## src/rtl/functions_pkg.sv

```systemverilog
// -----------------------------------------------------------------------------
// functions_pkg
// Purpose : shared elaboration-time helper functions.
// Contents: clog2(value) - ceiling log2, returns 0 for value <= 1.
// -----------------------------------------------------------------------------
package functions_pkg;

  function automatic int clog2(input int value);
    int result;
    result = 0;
    for (int v = value - 1; v > 0; v = v >> 1) begin
      result = result + 1;
    end
    return result;
  endfunction

endpackage

```

## src/rtl/pool_pkg.sv

```systemverilog
// -----------------------------------------------------------------------------
// pool_pkg
// Purpose : limits, derived widths, layer config record, controller state
//           encoding and small combinational helpers for the max-pool
//           layer controller.
// -----------------------------------------------------------------------------
package pool_pkg;
  import functions_pkg::*;

  localparam int FRAME_H_MAX = 224;
  localparam int FRAME_W_MAX = 224;
  localparam int STRIDE_MAX  = 4;
  localparam int WIN_SIZE    = 3;
  localparam int LAYER_NUM   = 8;

  localparam int LID_W  = clog2(LAYER_NUM - 1) + 1;
  localparam int H_W    = clog2(FRAME_H_MAX) + 1;
  localparam int W_W    = clog2(FRAME_W_MAX) + 1;
  localparam int S_W    = clog2(STRIDE_MAX) + 1;
  localparam int IND_W  = clog2(WIN_SIZE / 2) + 1;
  localparam int TBL_AW = clog2(LAYER_NUM);
  localparam int DIM_W  = (H_W > W_W) ? H_W : W_W;
  // One extra bit so padded sizes never wrap.
  localparam int NUM_W  = DIM_W + 1;
  localparam int CNT_W  = 16;
  localparam int WDOG_W = 16;

  localparam logic [LID_W-1:0] LAYER_NUM_L = LID_W'(LAYER_NUM);

  typedef struct packed {
    logic [H_W-1:0]   h;
    logic [W_W-1:0]   w;
    logic [S_W-1:0]   stride;
    logic [IND_W-1:0] indent;
  } layer_cfg_t;

  typedef enum logic [2:0] {
    ST_IDLE   = 3'd0,
    ST_LOAD   = 3'd1,
    ST_CALC_H = 3'd2,
    ST_CALC_W = 3'd3,
    ST_MUL    = 3'd4,
    ST_STREAM = 3'd5,
    ST_DRAIN  = 3'd6,
    ST_NEXT   = 3'd7
  } pool_state_e;

  // True when the entry cannot produce a legal pooled frame.
  function automatic logic cfg_invalid(input layer_cfg_t c);
    logic [NUM_W-1:0] ph;
    logic [NUM_W-1:0] pw;
    ph = NUM_W'(c.h) + (NUM_W'(c.indent) << 1);
    pw = NUM_W'(c.w) + (NUM_W'(c.indent) << 1);
    return (c.stride == '0) || (c.stride > S_W'(STRIDE_MAX)) ||
           (ph < NUM_W'(WIN_SIZE)) || (pw < NUM_W'(WIN_SIZE));
  endfunction

  // Padded length minus window: the dividend of the output-size division.
  function automatic logic [NUM_W-1:0] dim_num(input logic [DIM_W-1:0] len,
                                               input logic [IND_W-1:0] ind);
    return NUM_W'(len) + (NUM_W'(ind) << 1) - NUM_W'(WIN_SIZE);
  endfunction

endpackage

```

## src/rtl/pool_dim_calc.sv

```systemverilog
// -----------------------------------------------------------------------------
// pool_dim_calc
// Purpose : sequential subtract divider, dim_o = floor(num_i / div_i) + 1.
//           One subtraction per cycle; reused for height then width.
// Ports   : clk, reset_n (sync, active low)
//           start_i  - pulse, captures num_i
//           num_i    - dividend (padded length minus window)
//           div_i    - divisor (stride), held stable while running
//           done_o   - one-cycle pulse when dim_o is valid
//           dim_o    - result, held until the next done
// -----------------------------------------------------------------------------
module pool_dim_calc
  import pool_pkg::*;
(
  input  logic             clk,
  input  logic             reset_n,
  input  logic             start_i,
  input  logic [NUM_W-1:0] num_i,
  input  logic [S_W-1:0]   div_i,
  output logic             done_o,
  output logic [DIM_W-1:0] dim_o
);

  logic [NUM_W-1:0] rem_q;
  logic [DIM_W-1:0] cnt_q;
  logic [DIM_W-1:0] dim_q;
  logic             run_q;
  logic             done_q;

  // Divider: subtract while remainder covers the divisor, counting from 1.
  always_ff @(posedge clk) begin
    if (!reset_n) begin
      rem_q  <= '0;
      cnt_q  <= '0;
      dim_q  <= '0;
      run_q  <= 1'b0;
      done_q <= 1'b0;
    end else begin
      done_q <= 1'b0;
      if (start_i) begin
        rem_q <= num_i;
        cnt_q <= DIM_W'(1);
        run_q <= 1'b1;
      end else if (run_q) begin
        // A zero divisor terminates immediately instead of spinning forever.
        if ((div_i != '0) && (rem_q >= NUM_W'(div_i))) begin
          rem_q <= rem_q - NUM_W'(div_i);
          cnt_q <= cnt_q + DIM_W'(1);
        end else begin
          run_q  <= 1'b0;
          done_q <= 1'b1;
          dim_q  <= cnt_q;
        end
      end
    end
  end

  assign done_o = done_q;
  assign dim_o  = dim_q;

endmodule

```

## src/rtl/pool_layer_ctrl.sv

```systemverilog
// -----------------------------------------------------------------------------
// pool_layer_ctrl
// Purpose : sequences a job over a contiguous range of layers for the max-pool
//           datapath: loads a per-layer config, computes the pooled output
//           size, gates the pixel stream, and counts outputs to find the end
//           of each frame.
// Ports   : clk, reset_n (sync, active low)
//           cfg_we/cfg_addr/cfg_h/cfg_w/cfg_stride/cfg_indent - table write
//           job_start/job_first/job_last - start a job over an inclusive range
//           src_vld/src_rdy  - upstream pixel handshake
//           frame_h/frame_w/stride/indent - config held stable per layer
//           fin_start/din_vld - frame start and pixel valid to the datapath
//           dout_vld - datapath output valid
//           layer_id/layer_done/busy/err - status
// Options : POOL_LAYER_CTRL_WDOG_EN adds a 16-bit drain watchdog that ends a
//           layer with err when dout_vld stops arriving.
// -----------------------------------------------------------------------------
module pool_layer_ctrl
  import pool_pkg::*;
(
  input  logic             clk,
  input  logic             reset_n,
  input  logic             cfg_we,
  input  logic [LID_W-1:0] cfg_addr,
  input  logic [H_W-1:0]   cfg_h,
  input  logic [W_W-1:0]   cfg_w,
  input  logic [S_W-1:0]   cfg_stride,
  input  logic [IND_W-1:0] cfg_indent,
  input  logic             job_start,
  input  logic [LID_W-1:0] job_first,
  input  logic [LID_W-1:0] job_last,
  input  logic             src_vld,
  output logic             src_rdy,
  output logic [H_W-1:0]   frame_h,
  output logic [W_W-1:0]   frame_w,
  output logic [S_W-1:0]   stride,
  output logic [IND_W-1:0] indent,
  output logic             fin_start,
  output logic             din_vld,
  input  logic             dout_vld,
  output logic [LID_W-1:0] layer_id,
  output logic             layer_done,
  output logic             busy,
  output logic             err
);

  layer_cfg_t       tbl_q [LAYER_NUM];
  layer_cfg_t       ent_s;
  pool_state_e      state_q;
  logic [H_W-1:0]   frame_h_q;
  logic [W_W-1:0]   frame_w_q;
  logic [S_W-1:0]   stride_q;
  logic [IND_W-1:0] indent_q;
  logic [LID_W-1:0] layer_id_q;
  logic [LID_W-1:0] job_last_q;
  logic             src_rdy_q;
  logic             first_q;
  logic             layer_done_q;
  logic             busy_q;
  logic             err_q;
  logic             calc_start_q;
  logic             calc_sel_w_q;
  logic [DIM_W-1:0] out_h_q;
  logic [DIM_W-1:0] out_w_q;
  logic [CNT_W-1:0] in_cnt_q;
  logic [CNT_W-1:0] out_cnt_q;
  logic [CNT_W-1:0] out_cnt_d;
  logic [CNT_W-1:0] total_q;
  logic [NUM_W-1:0] calc_num_s;
  logic [DIM_W-1:0] calc_dim_s;
  logic             calc_done_s;
  logic             accept_s;
  logic             out_ovf_s;
  logic             cfg_wr_ok_s;
`ifdef POOL_LAYER_CTRL_WDOG_EN
  logic [WDOG_W-1:0] wdog_q;
`endif

  // The entry of the running layer is frozen; out-of-range addresses drop.
  assign cfg_wr_ok_s = cfg_we && (cfg_addr < LAYER_NUM_L) &&
                       !(busy_q && (cfg_addr == layer_id_q));
  assign ent_s       = tbl_q[layer_id_q[TBL_AW-1:0]];
  assign accept_s    = src_vld & src_rdy_q;

  // Config table storage; contents are not cleared by reset.
  always_ff @(posedge clk) begin
    if (cfg_wr_ok_s) begin
      tbl_q[cfg_addr[TBL_AW-1:0]] <= '{h: cfg_h, w: cfg_w, stride: cfg_stride, indent: cfg_indent};
    end
  end

  // Height is divided first, then width, through the one shared divider.
  assign calc_num_s = calc_sel_w_q ? dim_num(DIM_W'(frame_w_q), indent_q)
                                   : dim_num(DIM_W'(frame_h_q), indent_q);

  pool_dim_calc u_dim_calc (
    .clk     (clk),
    .reset_n (reset_n),
    .start_i (calc_start_q),
    .num_i   (calc_num_s),
    .div_i   (stride_q),
    .done_o  (calc_done_s),
    .dim_o   (calc_dim_s)
  );

  // Output counter: counts in STREAM/DRAIN, saturates at total and flags overflow.
  always_comb begin
    out_cnt_d = out_cnt_q;
    out_ovf_s = 1'b0;
    if (((state_q == ST_STREAM) || (state_q == ST_DRAIN)) && dout_vld) begin
      if (out_cnt_q == total_q) begin
        out_ovf_s = 1'b1;
      end else begin
        out_cnt_d = out_cnt_q + CNT_W'(1);
      end
    end else begin
      out_cnt_d = out_cnt_q;
    end
  end

  // Layer sequencer FSM with registered status and datapath config.
  always_ff @(posedge clk) begin
    if (!reset_n) begin
      state_q      <= ST_IDLE;
      frame_h_q    <= '0;
      frame_w_q    <= '0;
      stride_q     <= '0;
      indent_q     <= '0;
      layer_id_q   <= '0;
      job_last_q   <= '0;
      src_rdy_q    <= 1'b0;
      first_q      <= 1'b0;
      layer_done_q <= 1'b0;
      busy_q       <= 1'b0;
      err_q        <= 1'b0;
      calc_start_q <= 1'b0;
      calc_sel_w_q <= 1'b0;
      out_h_q      <= '0;
      out_w_q      <= '0;
      in_cnt_q     <= '0;
      out_cnt_q    <= '0;
      total_q      <= '0;
`ifdef POOL_LAYER_CTRL_WDOG_EN
      wdog_q       <= '0;
`endif
    end else begin
      layer_done_q <= 1'b0;
      calc_start_q <= 1'b0;
      out_cnt_q    <= out_cnt_d;
      case (state_q)
        ST_IDLE: begin
          if (job_start) begin
            if (job_first <= job_last) begin
              state_q    <= ST_LOAD;
              busy_q     <= 1'b1;
              err_q      <= 1'b0;
              layer_id_q <= job_first;
              job_last_q <= job_last;
            end else begin
              err_q <= 1'b1;
            end
          end
        end
        ST_LOAD: begin
          frame_h_q <= ent_s.h;
          frame_w_q <= ent_s.w;
          stride_q  <= ent_s.stride;
          indent_q  <= ent_s.indent;
          out_cnt_q <= '0;
          if (cfg_invalid(ent_s)) begin
            err_q        <= 1'b1;
            layer_done_q <= 1'b1;
            state_q      <= ST_NEXT;
          end else begin
            calc_start_q <= 1'b1;
            calc_sel_w_q <= 1'b0;
            state_q      <= ST_CALC_H;
          end
        end
        ST_CALC_H: begin
          if (calc_done_s) begin
            out_h_q      <= calc_dim_s;
            calc_start_q <= 1'b1;
            calc_sel_w_q <= 1'b1;
            state_q      <= ST_CALC_W;
          end
        end
        ST_CALC_W: begin
          if (calc_done_s) begin
            out_w_q <= calc_dim_s;
            state_q <= ST_MUL;
          end
        end
        ST_MUL: begin
          total_q   <= CNT_W'(out_h_q) * CNT_W'(out_w_q);
          in_cnt_q  <= CNT_W'(frame_h_q) * CNT_W'(frame_w_q);
          first_q   <= 1'b1;
          src_rdy_q <= 1'b1;
          state_q   <= ST_STREAM;
        end
        ST_STREAM: begin
          if (accept_s) begin
            first_q  <= 1'b0;
            in_cnt_q <= in_cnt_q - CNT_W'(1);
            if (in_cnt_q == CNT_W'(1)) begin
              src_rdy_q <= 1'b0;
              state_q   <= ST_DRAIN;
`ifdef POOL_LAYER_CTRL_WDOG_EN
              wdog_q    <= '1;
`endif
            end
          end
        end
        ST_DRAIN: begin
          if (out_cnt_q == total_q) begin
            layer_done_q <= 1'b1;
            state_q      <= ST_NEXT;
`ifdef POOL_LAYER_CTRL_WDOG_EN
          end else if (wdog_q == '0) begin
            err_q        <= 1'b1;
            layer_done_q <= 1'b1;
            state_q      <= ST_NEXT;
          end else if (dout_vld) begin
            wdog_q <= '1;
          end else begin
            wdog_q <= wdog_q - WDOG_W'(1);
`endif
          end
        end
        ST_NEXT: begin
          if (layer_id_q == job_last_q) begin
            busy_q  <= 1'b0;
            state_q <= ST_IDLE;
          end else begin
            layer_id_q <= layer_id_q + LID_W'(1);
            state_q    <= ST_LOAD;
          end
        end
        default: begin
          state_q <= ST_IDLE;
        end
      endcase
      if (out_ovf_s) begin
        err_q <= 1'b1;
      end
    end
  end

  assign src_rdy    = src_rdy_q;
  assign din_vld    = accept_s;
  assign fin_start  = accept_s & first_q;
  assign frame_h    = frame_h_q;
  assign frame_w    = frame_w_q;
  assign stride     = stride_q;
  assign indent     = indent_q;
  assign layer_id   = layer_id_q;
  assign layer_done = layer_done_q;
  assign busy       = busy_q;
  assign err        = err_q;

endmodule

```

## config.mk

```make
export PLATFORM = sky130hd
export DESIGN_NAME = pool_layer_ctrl
export DESIGN_NICKNAME = d
export VERILOG_FILES = /design/src/rtl/functions_pkg.sv /design/src/rtl/pool_pkg.sv /design/src/rtl/pool_dim_calc.sv /design/src/rtl/pool_layer_ctrl.sv
export SDC_FILE = /design/constraint.sdc
export NUM_CORES = 1
export LEC_CHECK = 0
export CORE_MARGIN = 4
export CORE_UTILIZATION = 45
export DETAILED_ROUTE_END_ITERATION = 8
export PLACE_DENSITY = 0.69
export SYNTH_ARGS = -nofsm -noshare
export SYNTH_HDL_FRONTEND = slang
export SYNTH_SLANG_ARGS = --single-unit
```

## constraint.sdc

```tcl
create_clock -name clk -period 9.4 [get_ports clk]
set_clock_uncertainty 0.1 [all_clocks]
set_input_delay 1.88 -clock clk [delete_from_list [all_inputs] [get_ports clk]]
set_output_delay 1.88 -clock clk [all_outputs]
set_load 0.1 [all_outputs]
```

==> run metrics <==
run status=completed; DP HPWL=29.0 mm; initial antenna violation count=3; Reg power frac=38.5%; placed cell areas=0.0198 mm^2; Gate Count Post-Synth=1,799; mapped cell area=0.0187 mm^2; final cell count without fillers=2,384; busiest grt layer=met2; overall routing resource usage=18.4%; Syn Area/Cell=10.4 um^2; worst skew pair latency=530 ps; leakage power=8.06 nW; Post-synth EDFFs=176; GR Layer Usage met1=23.5%; die area=0.0449 mm^2; largest net degree at the start of global routing=93; Hold/Removal Path Class=flop to flop; Top cell by count, worst path=clkdlybuf4s50_1; Clock transition at path regs=50 ps; Max VDD drop=0.176 mV; post-synthesis adder-cell area fraction=16.2%; synthesis-stage register bit count=315; drt drc=0; largest family of logic cells by synthesized area=adder cells; crit path kind=input pin to output pin; critical path launch point type=input pin; Pwr Density=217 mW/mm^2; met2 Use GR=32.3%; Bufs on Longest Clock Path=3; WP data required=7420 ps; Cell variety after synth=74; register area share after synthesis=43.1%; cell breakdown of the critical path=clkdlybuf4s50_1 -> nand2_1 -> inv_1 -> clkdlybuf4s50_1; hold_buf cts=0; Final setup violation count=0; Clock power frac=29.2%; Die Span Y=212 um; Worst path max stage delay=1130 ps; total gr overflow=0; final instance area=0.0209 mm^2; Slew @ Worst Pin=1130 ps; Worst EP arrival=3660 ps; Filler Cell Count=3,640; Rel. slew slack=24.2%; period utilization=60.1%; CTS tree=built; Resized cells post-CTS=0; crit-path max FO=3; area of the multi-input gates=0.00954 mm^2; Setup Buffers After CTS=0; DRT Wirelength=41.1 mm; Initial Util=45.7%; Final GP Congestion=0.850; buffers added on ports=71; Register Area=0.00807 mm^2; Max Cap Viol=0; CP max stage cell=clkdlybuf4s50_1; fin crit period=5640 ps; Nets=2,046; Sw Share=37.4%; via count=12,800; WL/cell=17.2 um; Final TNS setup=0 ps; area grow syn2layout=11.8%; met3 usage=3.05%; I/O pins=72; unrepaired setup endpoints after global routing=false; Slew Limit Fails=0; Simple-Gate Fraction of Synth Area=14.8%; CTS H-tree depth=2; fmax=177 MHz; CTS root buf=clkbuf_16; drt initial violations=736; Ys Warns=0; top_reg_cell synth=edfxtp_1; Via density=5.36; net switching power figure=1.70 mW; core area=0.0409 mm^2; Initial DRT Pass Iterations=5; Comb pwr share=32.3%; mux cell area share after synthesis=6.67%; kind of end point of the critical path=output pin; Placed Cells=2,320; Cell Rows=74; vias in the first global route=13,100; Synth Area in Compound Gates=9.23%; share of post-route cells with drive strength above 1=7.99%; syn_nets=2,020; Num CTS Buffers=35; first-pass GRT wire length=67.2 mm; antenna viol nets, final=0; diode count=0; cell internal pwr=2.84 mW; Synth Area in XOR/XNOR=3.98%; Clock Sink Count=315; async set-reset flop share out of synthesis=0%; Die W=212 um; Hold Fails Final Rpt=0
## cells in the final DEF, fill, tap and decap left out, types with 71 or more instances in the layout
cell / n
fa_1: 101
dfxtp_1: 137
nand2_1: 208
edfxtp_1: 176
clkdlybuf4s50_1: 71
inv_1: 183
ha_1: 80
and2_1: 85
a21oi_1: 103
nor2_1: 126
## synthesized netlist by cell type, drive strengths merged (43+ instances only)
master	n	area, um^2
nor2	132	495
a21oi	103	515
dfxtp	139	2780
clkbuf	72	270
nor3	46	235
xnor2	50	438
and2	86	541
edfxtp	176	5290
inv	184	691
o21ai	43	215
ha	80	1000
fa	101	2020
nand2	209	792
## area by class of cell
class | count | area share (%)
Multi-Input combinational cell | 1203 | 45.6
Clock inverter | 11 | 0.574
Inverter | 184 | 3.30
Sequential cell | 315 | 38.6
Tap cell | 532 | 3.18
Clock buffer | 53 | 4.80
Timing Repair Buffer | 86 | 3.94
## power by group through the flow
stage,Clock (mW),Sequential (mW),Combinational (mW)
detailed placement,0,1.77,1.47
finish,1.32,1.75,1.47
floorplan,0,1.96,0.894
CTS,1.36,1.75,1.47
global placement,0,1.77,1.44
global route,1.41,1.77,1.60
## state kept, by name, summed over array words and instances (netlist names), 3 cells and up, named ones only
signal            cells
stride                3
layer_id              4
out_cnt_q            16
u_dim_calc.cnt_q      9
out_w_q               9
state_q               3
job_last_q            4
in_cnt_q             16
u_dim_calc.dim_o      9
frame_w               9
total_q              16
out_h_q               9
frame_h               9
tbl_q               176
u_dim_calc.rem_q     10
## final timing paths
check	endpoint	depth (start not counted)	start	slack, ps
hold reg to reg	total_q[11]	2	total_q[11]	370
hold / removal	total_q[11]	2	total_q[11]	370
setup reg to reg	in_cnt_q[15]	17	frame_h[3]	4300
setup / recovery	din_vld	4	src_vld	3760
## cells by family (layout without fill, tap and decap cells)
kind of cell / after synthesis / in the layout
compound gates: 271 / 271
xor+xnor: 85 / 85
fa+ha+maj: 181 / 181
buf+inv: 281 / 334
flops: 315 / 315
mux: 87 / 87
simple gates: 579 / 579
## stage by stage
stage          setup WS, ps  hold WS (ps)  power [mW]  util (%)
3_5_place_dp           3750           360        3.24      48.4
3_3_place_gp           3760           354        3.21      48.4
2_1_floorplan          4060           344        2.86         -
6_report               3760           367        4.54      51.1
4_1_cts                3750           368        4.57      51.1
5_1_grt                3690           380        4.78      51.1
## routing by layer
metal | part of all wire, % | vias to the layer above
li1 | - | 6203
met1 | 43 | 6252
met2 | 50 | 251
met3 | 4.3 | 76
met4 | 2.2 | 6
met5 | 0.071 | -
## critical path: cells and delay by family
kind | cells | cell delay [ps]
and+or+nand+nor | 1 | 90
buffers and inverters | 3 | 1690
No activity file was read; power rests on OpenSTA's default activity.
